<file path="config.mk">
export PLATFORM = sky130hd
export DESIGN_NAME = env_vca
export DESIGN_NICKNAME = d
export VERILOG_FILES = /design/src/rtl/env_vca_pkg.sv /design/src/rtl/vca_serial_mul.sv /design/src/rtl/env_vca.sv
export SDC_FILE = /design/constraint.sdc
export NUM_CORES = 1
export LEC_CHECK = 0
export BUFFER_PORTS_ARGS = -buffer_cell sky130_fd_sc_hd__buf_2
export CAP_MARGIN = 20
export CORE_MARGIN = 4
export CORE_UTILIZATION = 59
export CTS_CLUSTER_DIAMETER = 50
export DETAILED_ROUTE_END_ITERATION = 6
export HOLD_SLACK_MARGIN = 0.06
export PLACE_DENSITY = 0.87
export SLEW_MARGIN = 0
export SYNTH_ARGS = -nofsm -noshare
export SYNTH_HDL_FRONTEND = slang
export SYNTH_SLANG_ARGS = --single-unit
</file>
<file path="constraint.sdc">
create_clock -name clk -period 6 [get_ports clk]
set_input_delay 0.9 -clock clk [delete_from_list [all_inputs] [get_ports clk]]
set_output_delay 0.9 -clock clk [all_outputs]
set_load 0.01 [all_outputs]
</file>
<file path="src/rtl/env_vca_pkg.sv">
// Shared defaults and FSM encoding for the envelope-controlled amplifier.
package env_vca_pkg;

  localparam int cnbit_data   = 6;
  localparam int cnbit_sample = 8;
  localparam int cnbit_hold   = 6;

  typedef enum logic {
    IDLE = 1'b0,
    MUL  = 1'b1
  } vca_state_t;

endpackage

</file>
<file path="src/rtl/vca_serial_mul.sv">
// Serial shift-add multiplier: signed sample times unsigned gain, one gain bit per clock.
module vca_serial_mul
  import env_vca_pkg::*;
#(
  parameter int nbit_data   = cnbit_data,
  parameter int nbit_sample = cnbit_sample
) (
  input  logic                          clk,
  input  logic                          rstn,
  input  logic                          start,
  input  logic signed [nbit_sample-1:0] sample,
  input  logic        [nbit_data-1:0]   gain,
  output logic signed [nbit_sample-1:0] product,
  output logic                          done
);

  localparam int acc_w = nbit_sample + nbit_data;
  localparam int cnt_w = (nbit_data > 1) ? $clog2(nbit_data) : 1;

  logic signed [acc_w-1:0]       acc_p0;
  logic signed [acc_w-1:0]       acc_nxt;
  logic signed [acc_w-1:0]       sample_ext;
  logic signed [acc_w-1:0]       addend;
  logic signed [nbit_sample-1:0] sample_p0;
  logic        [nbit_data-1:0]   gain_p0;
  logic        [cnt_w-1:0]       bit_cnt;
  logic                          run;

  // Drop the fractional gain bits; arithmetic slice gives floor rounding.
  function automatic logic signed [nbit_sample-1:0] floor_scale(input logic signed [acc_w-1:0] a);
    return a[acc_w-1:nbit_data];
  endfunction

  always_comb begin
    sample_ext = {{nbit_data{sample_p0[nbit_sample-1]}}, sample_p0};
    addend     = sample_ext << bit_cnt;
    acc_nxt    = gain_p0[bit_cnt] ? (acc_p0 + addend) : acc_p0;
    done       = run && (bit_cnt == cnt_w'(nbit_data - 1));
    product    = floor_scale(acc_nxt);
  end

  // Operand capture at start, then one partial product per clock
  always_ff @(posedge clk or negedge rstn) begin
    if (!rstn) begin
      acc_p0    <= '0;
      sample_p0 <= '0;
      gain_p0   <= '0;
      bit_cnt   <= '0;
      run       <= 1'b0;
    end else if (start) begin
      acc_p0    <= '0;
      sample_p0 <= sample;
      gain_p0   <= gain;
      bit_cnt   <= '0;
      run       <= 1'b1;
    end else if (run) begin
      acc_p0  <= acc_nxt;
      bit_cnt <= bit_cnt + 1'b1;
      if (done) run <= 1'b0;
    end
  end

endmodule

</file>
<file path="src/rtl/env_vca.sv">
// Envelope VCA: gain follows the ADSR level but only changes at zero crossings or hold timeout.
module env_vca
  import env_vca_pkg::*;
#(
  parameter int nbit_data   = cnbit_data,
  parameter int nbit_sample = cnbit_sample,
  parameter int nbit_hold   = cnbit_hold
) (
  input  logic                          clk,
  input  logic                          rstn,
  input  logic        [nbit_data-1:0]   din,
  input  logic                          vin,
  input  logic signed [nbit_sample-1:0] sample_in,
  input  logic                          sample_valid,
  output logic signed [nbit_sample-1:0] dout,
  output logic                          dout_valid,
  output logic                          busy,
  output logic                          ovr
);

  vca_state_t state, state_nxt;

  logic [nbit_data-1:0]          gain;
  logic [nbit_data-1:0]          gain_nxt;
  logic [nbit_data-1:0]          target;
  logic [nbit_hold-1:0]          hold_cnt;
  logic                          prev_sign;
  logic                          sample_sign;
  logic                          accept;
  logic                          update;
  logic                          mul_done;
  logic signed [nbit_sample-1:0] mul_product;

  always_comb begin
    accept      = (state == IDLE) && sample_valid;
    sample_sign = sample_in[nbit_sample-1];
    target      = vin ? din : '0;
    update      = (sample_sign != prev_sign) || (sample_in == '0) || (hold_cnt == '1);
    // The freshly chosen gain is used for the very sample that triggered it
    gain_nxt    = update ? target : gain;
    busy        = (state == MUL);
  end

  always_comb begin
    state_nxt = state;
    case (state)
      IDLE:    if (sample_valid) state_nxt = MUL;
      MUL:     if (mul_done) state_nxt = IDLE;
      default: state_nxt = IDLE;
    endcase
  end

  always_ff @(posedge clk or negedge rstn) begin
    if (!rstn) state <= IDLE;
    else       state <= state_nxt;
  end

  // Acceptance stage: zero-crossing detect, hold timer and gain register
  always_ff @(posedge clk or negedge rstn) begin
    if (!rstn) begin
      gain      <= '0;
      hold_cnt  <= '0;
      prev_sign <= 1'b0;
    end else if (accept) begin
      prev_sign <= sample_sign;
      if (update) begin
        gain     <= target;
        hold_cnt <= '0;
      end else begin
        hold_cnt <= hold_cnt + 1'b1;
      end
    end
  end

  vca_serial_mul #(
    .nbit_data   (nbit_data),
    .nbit_sample (nbit_sample)
  ) u_mul (
    .clk     (clk),
    .rstn    (rstn),
    .start   (accept),
    .sample  (sample_in),
    .gain    (gain_nxt),
    .product (mul_product),
    .done    (mul_done)
  );

  // Output stage: result register and status strobes
  always_ff @(posedge clk or negedge rstn) begin
    if (!rstn) begin
      dout       <= '0;
      dout_valid <= 1'b0;
      ovr        <= 1'b0;
    end else begin
      dout_valid <= mul_done;
      ovr        <= (state == MUL) && sample_valid;
      if (mul_done) dout <= mul_product;
    end
  end

endmodule

</file>
==> results.json, run 1 <==
{
  "synthArstFlopShare_pct": 100.0,
  "number_of_i_o_port_buffers": 28,
  "rsz0062_at_grt": "false",
  "run_status": "complete, no violations",
  "synth.yosys.warnings": 0,
  "fin_nets": 418,
  "wire_length_of_the_first_global_routing_pass_um": 11320,
  "clk_transition_reported_paths_ps": 90,
  "detail_route.wirelength_um": 6507,
  "firstDrtPassIters": 4,
  "drive_above_1_share_pct": 12.50,
  "setup_viol": 0,
  "p_per_area_nw_per_um2": 566.0,
  "htree_num_levels": 2,
  "worstSkewPairLatency_ps": 300,
  "max_cap_violations": 0,
  "postCtsHoldBufs": 0,
  "p_leak_nw": 1.623,
  "cts-root-to-sink-buffers": 2,
  "hp-class": "flop to flop",
  "gp_congestion": 0.8588,
  "initial_core_util_pct": 60.68,
  "wire_per_inst_um": 14.33,
  "synth_cells": 363,
  "timing.final.hold_violations": 0,
  "signal_arrival_time_at_the_worst_endpoint_ps": 3570,
  "floorplan.die_area_um2": 6438,
  "max_slew_margin_pct": 31.17,
  "timing.hold.worst.start": "gain[2]",
  "core_um2": 5075,
  "swShare_pct": 46.02,
  "cts.root.buffer_cell": "sky130_fd_sc_hd__clkbuf_8",
  "power.clock.fraction_pct": 12.4,
  "num_vias": 2610,
  "vias_in_the_first_global_route": 2504,
  "avgSynthCellArea_um2": 8.483,
  "most_used_cells_in_the_layout_excluding_fill_and_tap_cells": "sky130_fd_sc_hd__nand2_1 (83), sky130_fd_sc_hd__dfrtp_1 (49), sky130_fd_sc_hd__a21oi_1 (30)",
  "grt.total_usage_pct": 22.17,
  "rows": 26,
  "worst_r2r_src": "u_mul.bit_cnt[1]",
  "hpwlAfterDp_um": 4757,
  "drtIter0Drc": 191,
  "cts_resized": 0,
  "crit_path_max_fanout": 16,
  "io-pin-count": 29,
  "floorplan.die.height_um": 80.24,
  "peakVddDrop_v": 0.0003390,
  "finalInstanceArea_um2": 3358,
  "critPathCaptureType": "flop",
  "synthesized_flop_and_latch_total": 49,
  "number_of_antenna_violations_at_the_first_check_in_global_routing": 0,
  "grt_max_degree": 50,
  "fillerInstances": 440,
  "via_per_inst": 5.749,
  "cts_setup_buffers": 0,
  "tightest_slew_ps": 1030,
  "net_switching_w": 0.0008747,
  "classification_of_the_worst_setup_path": "flop to flop",
  "power_report.internal_total_w": 0.001026,
  "worst-endpoint-required_ps": 6190,
  "seq_power_share_pct": 31.2,
  "timing.final.crit_period_ps": 3374,
  "drc_errors": 0,
  "dieWidth_um": 80.24,
  "yosysSeqAreaShare_pct": 39.82,
  "cts.sink_count": 49,
  "hold_slack_ps": 473.5,
  "synth.net_count": 398,
  "placed_cell_area_um2": 3227,
  "area.growth.synth_to_final_pct": 9.061,
  "combinationalPowerShare_pct": 56.4,
  "synth_edf_count": 0,
  "final.setup.tns_ps": 0,
  "timing.final.max_slew_violations": 0,
  "post_syn_area_um2": 3079,
  "netlist-cell-type-count": 44,
  "fin_skew_ps": 3.495,
  "grt_remaining_overflow": 0,
  "setup.worst_path.start": "u_mul.bit_cnt[1]",
  "antenna-diode-count": 0,
  "layout_commonest_cell": "sky130_fd_sc_hd__nand2_1",
  "min_period_over_period_pct": 56.23,
  "postRouteAntennaNets": 0,
  "dominantRegCellSynth": "sky130_fd_sc_hd__dfrtp_1",
  "cts_tree": "built",
  "setup.worst_path.start_class": "flop",
  "max_freq_mhz": 296.4,
  "cts_made_buffers": 5
}
-- final timing paths --
kind,end,slack [ps],cells after the start
worst max-delay path,dout[6],2630,11
worst min register to register,gain[2],470,2
min in group asynchronous,u_mul.acc_p0[7],560,1
worst min-delay path,gain[2],470,2
worst max register to register,dout[6],2630,11
max in group asynchronous,gain[4],4910,2
-- power by group through the flow --
stage                     Clock (W)  Combinational [W]  Sequential [W]
after CTS                  0.000242            0.00107        0.000592
after global placement            0            0.00102        0.000591
after detailed placement          0            0.00106        0.000598
final                      0.000236            0.00107        0.000593
after global routing       0.000252            0.00121        0.000613
after floorplan                   0           0.000903        0.000537
-- routing by layer --
| metal | global-route usage, % | up-vias | part of all wire, % |
|---|---|---|---|
| li1 | - | 1299 | - |
| met1 | 29.17 | 1229 | 44 |
| met3 | 4.260 | 7 | 5.1 |
| met4 | 6.757 | 0 | 1.2 |
| met5 | 0 | - | 0 |
| met2 | 36.92 | 75 | 49 |
-- through the flow --
stage	cells	worst slack, ps	util, %	total power, W
2_1_floorplan	363	2982	-	0.001440
3_3_place_gp	445	2886	63.58	0.001606
3_5_place_dp	445	2709	63.58	0.001657
4_1_cts	453	2662	65.78	0.001899
5_1_grt	454	2356	66.17	0.002077
6_report	454	2626	66.17	0.001901
-- synth_stat cells (2+ instances only) --
cell type,instances,area share [%]
sky130_fd_sc_hd__nand2_1,83,10
sky130_fd_sc_hd__o31ai_1,4,0.98
sky130_fd_sc_hd__buf_2,4,0.65
sky130_fd_sc_hd__nor4_1,2,0.41
sky130_fd_sc_hd__and3_1,4,0.81
sky130_fd_sc_hd__ha_1,16,6.5
sky130_fd_sc_hd__a21boi_0,2,0.49
sky130_fd_sc_hd__o21ai_0,19,3.1
sky130_fd_sc_hd__nand3_1,18,2.9
sky130_fd_sc_hd__nor2b_1,5,1.0
sky130_fd_sc_hd__xnor2_1,8,2.3
sky130_fd_sc_hd__nor3_1,12,2.0
sky130_fd_sc_hd__nand2b_1,3,0.61
sky130_fd_sc_hd__or3_1,3,0.61
sky130_fd_sc_hd__mux2i_1,14,4.6
sky130_fd_sc_hd__a21o_1,2,0.49
sky130_fd_sc_hd__o21ai_1,4,0.65
sky130_fd_sc_hd__dfrtp_1,49,40
sky130_fd_sc_hd__a21oi_1,30,4.9
sky130_fd_sc_hd__a211oi_1,3,0.73
sky130_fd_sc_hd__o21a_1,3,0.73
sky130_fd_sc_hd__mux2_2,6,2.2
sky130_fd_sc_hd__inv_1,7,0.85
sky130_fd_sc_hd__nor2_1,24,2.9
sky130_fd_sc_hd__buf_6,2,0.73
sky130_fd_sc_hd__o22ai_1,2,0.41
sky130_fd_sc_hd__and2_1,4,0.81
sky130_fd_sc_hd__clkbuf_1,10,1.2
sky130_fd_sc_hd__xor2_1,4,1.1
sky130_fd_sc_hd__a31oi_1,2,0.41
-- flip-flops by register name, summed over array words and instances, names as in the netlist --
| register | count |
|---|---|
| busy | 1 |
| dout | 8 |
| dout_valid | 1 |
| gain | 6 |
| hold_cnt | 6 |
| ovr | 1 |
| prev_sign | 1 |
| u_mul.acc_p0 | 14 |
| u_mul.bit_cnt | 3 |
| u_mul.run | 1 |
| u_mul.sample_p0 | 7 |
-- area by class of cell --
cell class / count / area [um^2] / share of cell area (%)
flip-flops and latches: 49 / 1226 / 36.51
clock inverters: 2 / 38.79 / 1.155
clock buffers: 6 / 72.57 / 2.161
repair buffers: 30 / 167.7 / 4.993
well taps: 70 / 87.58 / 2.608
inverters: 8 / 30.03 / 0.8942
multi-input cells: 289 / 1735 / 51.68
-- critical path: stages, from the launching register on --
cell                      delay [ps]
sky130_fd_sc_hd__dfrtp_1         690
sky130_fd_sc_hd__mux2_2          410
sky130_fd_sc_hd__o21ai_0         270
sky130_fd_sc_hd__o22ai_1         140
sky130_fd_sc_hd__ha_1            380
sky130_fd_sc_hd__or3_1           350
sky130_fd_sc_hd__a21oi_1         150
sky130_fd_sc_hd__a21oi_1         110
sky130_fd_sc_hd__a31oi_1         270
sky130_fd_sc_hd__nor2b_1         160
sky130_fd_sc_hd__a41oi_1          60
sky130_fd_sc_hd__o31a_1          260
-- logic make-up after synthesis --
kind of cell	Yosys count	synth area share, %
and+or+nand+nor	160	22.76
AOI/OAI and AO/OA	79	15.56
DFF	49	39.82
buffers and inverters	25	3.820
muxes	21	7.476
adders and majority gates	17	7.152
xor gates and xnor gates	12	3.413
(Power assumes the default switching activity.)
==> run 2: changes to the inputs <==
--- a/config.mk
+++ b/config.mk
@@ -8,11 +8,11 @@
 export BUFFER_PORTS_ARGS = -buffer_cell sky130_fd_sc_hd__buf_2
 export CAP_MARGIN = 20
 export CORE_MARGIN = 4
-export CORE_UTILIZATION = 59
+export CORE_UTILIZATION = 54
 export CTS_CLUSTER_DIAMETER = 50
 export DETAILED_ROUTE_END_ITERATION = 6
 export HOLD_SLACK_MARGIN = 0.06
-export PLACE_DENSITY = 0.87
+export PLACE_DENSITY = 0.85
 export SLEW_MARGIN = 0
 export SYNTH_ARGS = -nofsm -noshare
 export SYNTH_HDL_FRONTEND = slang
==> constraint.sdc (replaced) <==
create_clock -name clk -period 2.7 [get_ports clk]
set_input_delay 0.405 -clock clk [delete_from_list [all_inputs] [get_ports clk]]
set_output_delay 0.405 -clock clk [all_outputs]
set_load 0.01 [all_outputs]
==> results.json, run 2 (same netlist as run 1, synthesis figures left out) <==
{
  "max_flop_register": "u_mul.acc_p0",
  "drc_errors": 0,
  "classification_of_the_worst_setup_path": "flop to flop",
  "max_freq_mhz": 357.1,
  "postCtsHoldBufs": 0,
  "grt_remaining_overflow": 0,
  "fin_nets": 462,
  "placed_cell_area_um2": 3527,
  "drtIter0Drc": 111,
  "hold_slack_ps": 63.07,
  "finalInstanceArea_um2": 3860,
  "fin_skew_ps": 11.28,
  "htree_num_levels": 2,
  "fin_ws_ps": -100.4,
  "crit_path_max_fanout": 7,
  "gp_congestion": 0.9470,
  "cts-root-to-sink-buffers": 2,
  "vias_in_the_first_global_route": 2743,
  "clk_transition_reported_paths_ps": 90,
  "wire_length_of_the_first_global_routing_pass_um": 12220,
  "largest_register_ffs": 14,
  "cts.root.buffer_cell": "sky130_fd_sc_hd__clkbuf_8",
  "floorplan.die.height_um": 83.52,
  "area.growth.synth_to_final_pct": 25.36,
  "min_period_over_period_pct": 103.7,
  "placement.setup.worst_slack_ps": -150.6,
  "grt.total_usage_pct": 21.17,
  "initial_core_util_pct": 55.92,
  "worst_r2r_src": "u_mul.bit_cnt[1]",
  "detail_route.wirelength_um": 7541,
  "postRouteAntennaNets": 0,
  "hp-class": "primary input to asynchronous set/reset pin",
  "setup.worst_path.start_class": "flop",
  "drive_above_1_share_pct": 28.74,
  "io-pin-count": 29,
  "cts_made_buffers": 5,
  "hpwlAfterDp_um": 5249,
  "floorplan.die_area_um2": 6975,
  "p_leak_nw": 1.868,
  "dieWidth_um": 83.52,
  "worst-endpoint-required_ps": 2910,
  "p_per_area_nw_per_um2": 1350,
  "number_of_i_o_port_buffers": 28,
  "setup_viol": 3,
  "setup.worst_path.start": "u_mul.bit_cnt[1]",
  "via_per_inst": 5.584,
  "cts_tree": "built",
  "core_um2": 5507,
  "max_cap_violations": 0,
  "max_slew_margin_pct": 43.10,
  "timing.final.hold_violations": 0,
  "wire_per_inst_um": 15.08,
  "rsz0062_at_grt": "true",
  "placedCellCount": 484,
  "grt_max_degree": 28,
  "cts.sink_count": 49,
  "signal_arrival_time_at_the_worst_endpoint_ps": 3010,
  "layout.cells.non_filler": 500,
  "antenna-diode-count": 0,
  "run_status": "finished, violations left",
  "number_of_antenna_violations_at_the_first_check_in_global_routing": 0,
  "violations": "negative setup slack",
  "largest_registers": "u_mul.acc_p0: 14 flops, dout: 8 flops, u_mul.sample_p0: 7 flops",
  "most_used_cells_in_the_layout_excluding_fill_and_tap_cells": "sky130_fd_sc_hd__nand2_1 (83), sky130_fd_sc_hd__dfrtp_1 (48), sky130_fd_sc_hd__buf_4 (44)",
  "rows": 27,
  "firstDrtPassIters": 4,
  "timing.final.crit_period_ps": 2800,
  "layout_commonest_cell": "sky130_fd_sc_hd__nand2_1",
  "num_vias": 2792,
  "critPathCaptureType": "flop",
  "timing.final.max_slew_violations": 0,
  "peakVddDrop_v": 0.0006209,
  "tightest_slew_ps": 853.5,
  "worstSkewPairLatency_ps": 310
}
run 2: layout make-up:
cell class | count | area [um^2]
sequential | 49 | 1227
inverter | 8 | 30.03
tap | 72 | 90.09
fill | 394 | 1647
clock inverter | 2 | 37.54
clock buffer | 6 | 82.58
multi-input combinational | 289 | 1899
timing repair buffer | 74 | 493.0
run 2: path summary, 6_finish.rpt:
kind | endpoint | depth (start not counted) | slack (ps)
worst min register to register | gain[4] | 2 | 470
min in group clk | u_mul.sample_p0[6] | 3 | 300
worst max register to register | dout[6] | 13 | -100
worst min-delay path | u_mul.acc_p0[8] | 1 | 60
worst max-delay path | dout[6] | 13 | -100
max in group asynchronous | gain[2] | 2 | 1890
run 2: metal layers:
metal  global-route usage, %  vias to the layer above  share of wire, %
met4                   6.579                        0              0.98
met2                   37.32                       53                52
met3                   4.837                        7               4.3
met1                   25.70                     1353                43
met5                       0                        -                 0
li1                        -                     1379                 -
run 2: critical path: stages, from the launching register on:
cell                      delay (ps)
sky130_fd_sc_hd__dfrtp_2         480
sky130_fd_sc_hd__mux2_4          340
sky130_fd_sc_hd__nor2_2          120
sky130_fd_sc_hd__a21oi_2          50
sky130_fd_sc_hd__nand2_1          60
sky130_fd_sc_hd__o21ai_1          90
sky130_fd_sc_hd__ha_2            210
sky130_fd_sc_hd__or3_4           390
sky130_fd_sc_hd__a21oi_2         160
sky130_fd_sc_hd__a21oi_2          70
sky130_fd_sc_hd__a31oi_1         230
sky130_fd_sc_hd__nor2b_2         190
sky130_fd_sc_hd__a41oi_2          40
sky130_fd_sc_hd__o31a_1          250
run 2: power by group:
part | leakage (nW) | internal [W] | switching [W]
sequential | 0.632 | 0.00100 | 0.000235
combinational | 1.18 | 0.00160 | 0.00183
clock | 0.0574 | 0.000301 | 0.000250
run 2: what timing repair did:
item,CTS,global route
endpoints found under the setup margin,14,16
gates cloned,0,0
gates resized for setup,8,30
buffers inserted,2,6
pin swaps,5,20
run 2: stage by stage:
stage / utilization, % / setup TNS (ps) / power [W]
finish: 70.10 / -191.1 / 0.005213
global route: 70.10 / -2043 / 0.005617
CTS: 66.89 / -35.15 / 0.004821
detailed placement: 64.05 / -1198 / 0.004174
global placement: 64.05 / -171.3 / 0.004048
floorplan: - / -4.232 / 0.003262
==> run 3: changes to the inputs <==
--- a/config.mk
+++ b/config.mk
@@ -8,11 +8,11 @@
 export BUFFER_PORTS_ARGS = -buffer_cell sky130_fd_sc_hd__buf_2
 export CAP_MARGIN = 20
 export CORE_MARGIN = 4
-export CORE_UTILIZATION = 54
+export CORE_UTILIZATION = 59
 export CTS_CLUSTER_DIAMETER = 50
 export DETAILED_ROUTE_END_ITERATION = 6
 export HOLD_SLACK_MARGIN = 0.06
-export PLACE_DENSITY = 0.85
+export PLACE_DENSITY = 0.87
 export SLEW_MARGIN = 0
 export SYNTH_ARGS = -nofsm -noshare
 export SYNTH_HDL_FRONTEND = slang
==> constraint.sdc (replaced) <==
create_clock -name clk -period 2.8 [get_ports clk]
set_input_delay 0.42 -clock clk [delete_from_list [all_inputs] [get_ports clk]]
set_output_delay 0.42 -clock clk [all_outputs]
set_load 0.01 [all_outputs]
==> results.json, run 3 (same netlist as run 1, synthesis figures left out) <==
{
  "peakVddDrop_v": 0.0007085,
  "area.growth.synth_to_final_pct": 27.67,
  "wire_length_of_the_first_global_routing_pass_um": 12180,
  "setup.worst_path.start": "u_mul.bit_cnt[1]",
  "gp_congestion": 0.9534,
  "worstSkewPairLatency_ps": 320,
  "worst_r2r_src": "u_mul.bit_cnt[1]",
  "fin_ws_ps": -39.40,
  "hold_slack_ps": 59.71,
  "drive_above_1_share_pct": 29.65,
  "detail_route.wirelength_um": 7999,
  "fin_nets": 459,
  "timing.final.crit_period_ps": 2839,
  "setup.worst_path.start_class": "flop",
  "antenna-diode-count": 0,
  "fin_skew_ps": 11.85,
  "drc_errors": 0,
  "worst-path-stages": 13,
  "clk_transition_reported_paths_ps": 90,
  "placed_cell_area_um2": 3495,
  "initial_core_util_pct": 60.68,
  "drtIter0Drc": 182,
  "critical_path.cell_chain": "buf_6, mux2i_2, mux2_2, nor2_1, ha_1, buf_4, o21a_1, o31ai_4, a21oi_4, a31oi_4, nor2b_4, a41oi_1, o31a_1",
  "most_used_cells_in_the_layout_excluding_fill_and_tap_cells": "sky130_fd_sc_hd__nand2_1 (83), sky130_fd_sc_hd__dfrtp_1 (47), sky130_fd_sc_hd__buf_4 (40)",
  "wire_per_inst_um": 16.16,
  "max_flop_register": "u_mul.acc_p0",
  "critPathCaptureType": "flop",
  "crit_family": "compound AO/OA/AOI/OAI gates",
  "setup_viol": 5,
  "hp-class": "primary input to asynchronous set/reset pin",
  "critPathMaxStageDelay_ps": 470,
  "p_per_area_nw_per_um2": 1370,
  "max_cap_violations": 0,
  "cts_tree": "built",
  "tightest_slew_ps": 816.1,
  "capture_point_of_the_critical_path": "dout[6]",
  "cts_made_buffers": 5,
  "timing.final.max_slew_violations": 0,
  "violations": "negative setup slack",
  "num_vias": 2919,
  "rows": 26,
  "vias_in_the_first_global_route": 2747,
  "cp.buffers_inverters": 2,
  "rsz0062_at_grt": "true",
  "crit_path_max_fanout": 5,
  "timing.final.hold_violations": 0,
  "grt.total_usage_pct": 23.99,
  "cts.root.buffer_cell": "sky130_fd_sc_hd__clkbuf_8",
  "grt_max_degree": 27,
  "dieWidth_um": 80.24,
  "core_um2": 5075,
  "cts-root-to-sink-buffers": 2,
  "firstDrtPassIters": 4,
  "number_of_i_o_port_buffers": 28,
  "layout_commonest_cell": "sky130_fd_sc_hd__nand2_1",
  "largest_register_ffs": 14,
  "largest_registers": "u_mul.acc_p0: 14 flops, dout: 8 flops, u_mul.sample_p0: 7 flops",
  "p_leak_nw": 1.872,
  "min_period_over_period_pct": 101.4,
  "number_of_antenna_violations_at_the_first_check_in_global_routing": 0,
  "postRouteAntennaNets": 0,
  "worst-endpoint-required_ps": 3020,
  "classification_of_the_worst_setup_path": "flop to flop",
  "signal_arrival_time_at_the_worst_endpoint_ps": 3060,
  "hpwlAfterDp_um": 5147,
  "slowest_stage": "sky130_fd_sc_hd__dfrtp_2",
  "run_status": "finished, violations left",
  "max_slew_margin_pct": 45.60,
  "cts.sink_count": 49,
  "floorplan.die_area_um2": 6438,
  "grt_remaining_overflow": 0,
  "finalPower_w": 0.005386,
  "reg2reg_slack_ps": -40,
  "floorplan.die.height_um": 80.24,
  "via_per_inst": 5.897,
  "timing.rr.end": "dout[6]",
  "max_freq_mhz": 352.2,
  "worstRegToRegCells": 13,
  "io-pin-count": 29,
  "htree_num_levels": 2,
  "finalInstanceArea_um2": 3931
}
## run 3: changes by cell type in the layout (fill, tap and decap cells not counted), sizes merged
cell      delta
buf          -3
clkinvlp     -1
clkinv       +1
## run 3: power by group
group          switching (W)  leakage, nW  internal [W]
combinational        0.00196         1.19       0.00169
sequential          0.000237        0.631      0.000969
clock               0.000253       0.0554      0.000268
total                0.00245         1.87       0.00293
## run 3: metrics by stage
stage          utilization, %  worst slack, ps  TNS [ps]  std cells
6_report                77.47           -39.40    -106.2        495
5_1_grt                 77.47           -207.1     -2092        495
3_5_place_dp            68.86           -253.0     -1714        480
2_1_floorplan               -            3.419         0        363
3_3_place_gp            68.86           -55.98    -166.7        480
4_1_cts                 72.14           -13.93    -13.93        490
## run 3: worst min path at each step
stage,startpoint,to,cells after the start
2_1_floorplan,rstn,busy,0
3_3_place_gp,rstn,dout[2],1
3_5_place_dp,rstn,dout[2],1
4_1_cts,rstn,dout[3],1
5_1_grt,rstn,dout[3],1
6_report,rstn,u_mul.acc_p0[6],1
## run 3: layer usage
layer	part of all wire, %	up-vias	routed length (um)	track usage [%]
li1	-	1379	-	-
met1	42	1417	3355	30.55
met2	51	102	4055	40.15
met3	5.0	21	399	4.260
met4	2.4	0	188	9.797
met5	0	-	0	0
## run 3: layout make-up
| cell class | instances | area, um^2 |
|---|---|---|
| clock buffer | 6 | 72.57 |
| clock inverter | 2 | 38.79 |
| fill | 341 | 1144 |
| inverter | 8 | 30.03 |
| multi-input combinational | 289 | 1999 |
| sequential | 49 | 1229 |
| tap | 70 | 87.58 |
| timing repair buffer | 71 | 474.2 |
## run 3: timing repair
action	4_1_cts	5_1_grt
hold buffers	0	0
resized for setup	14	44
setup buffers	2	5
setup endpoints to repair	13	14
pin swaps	1	19
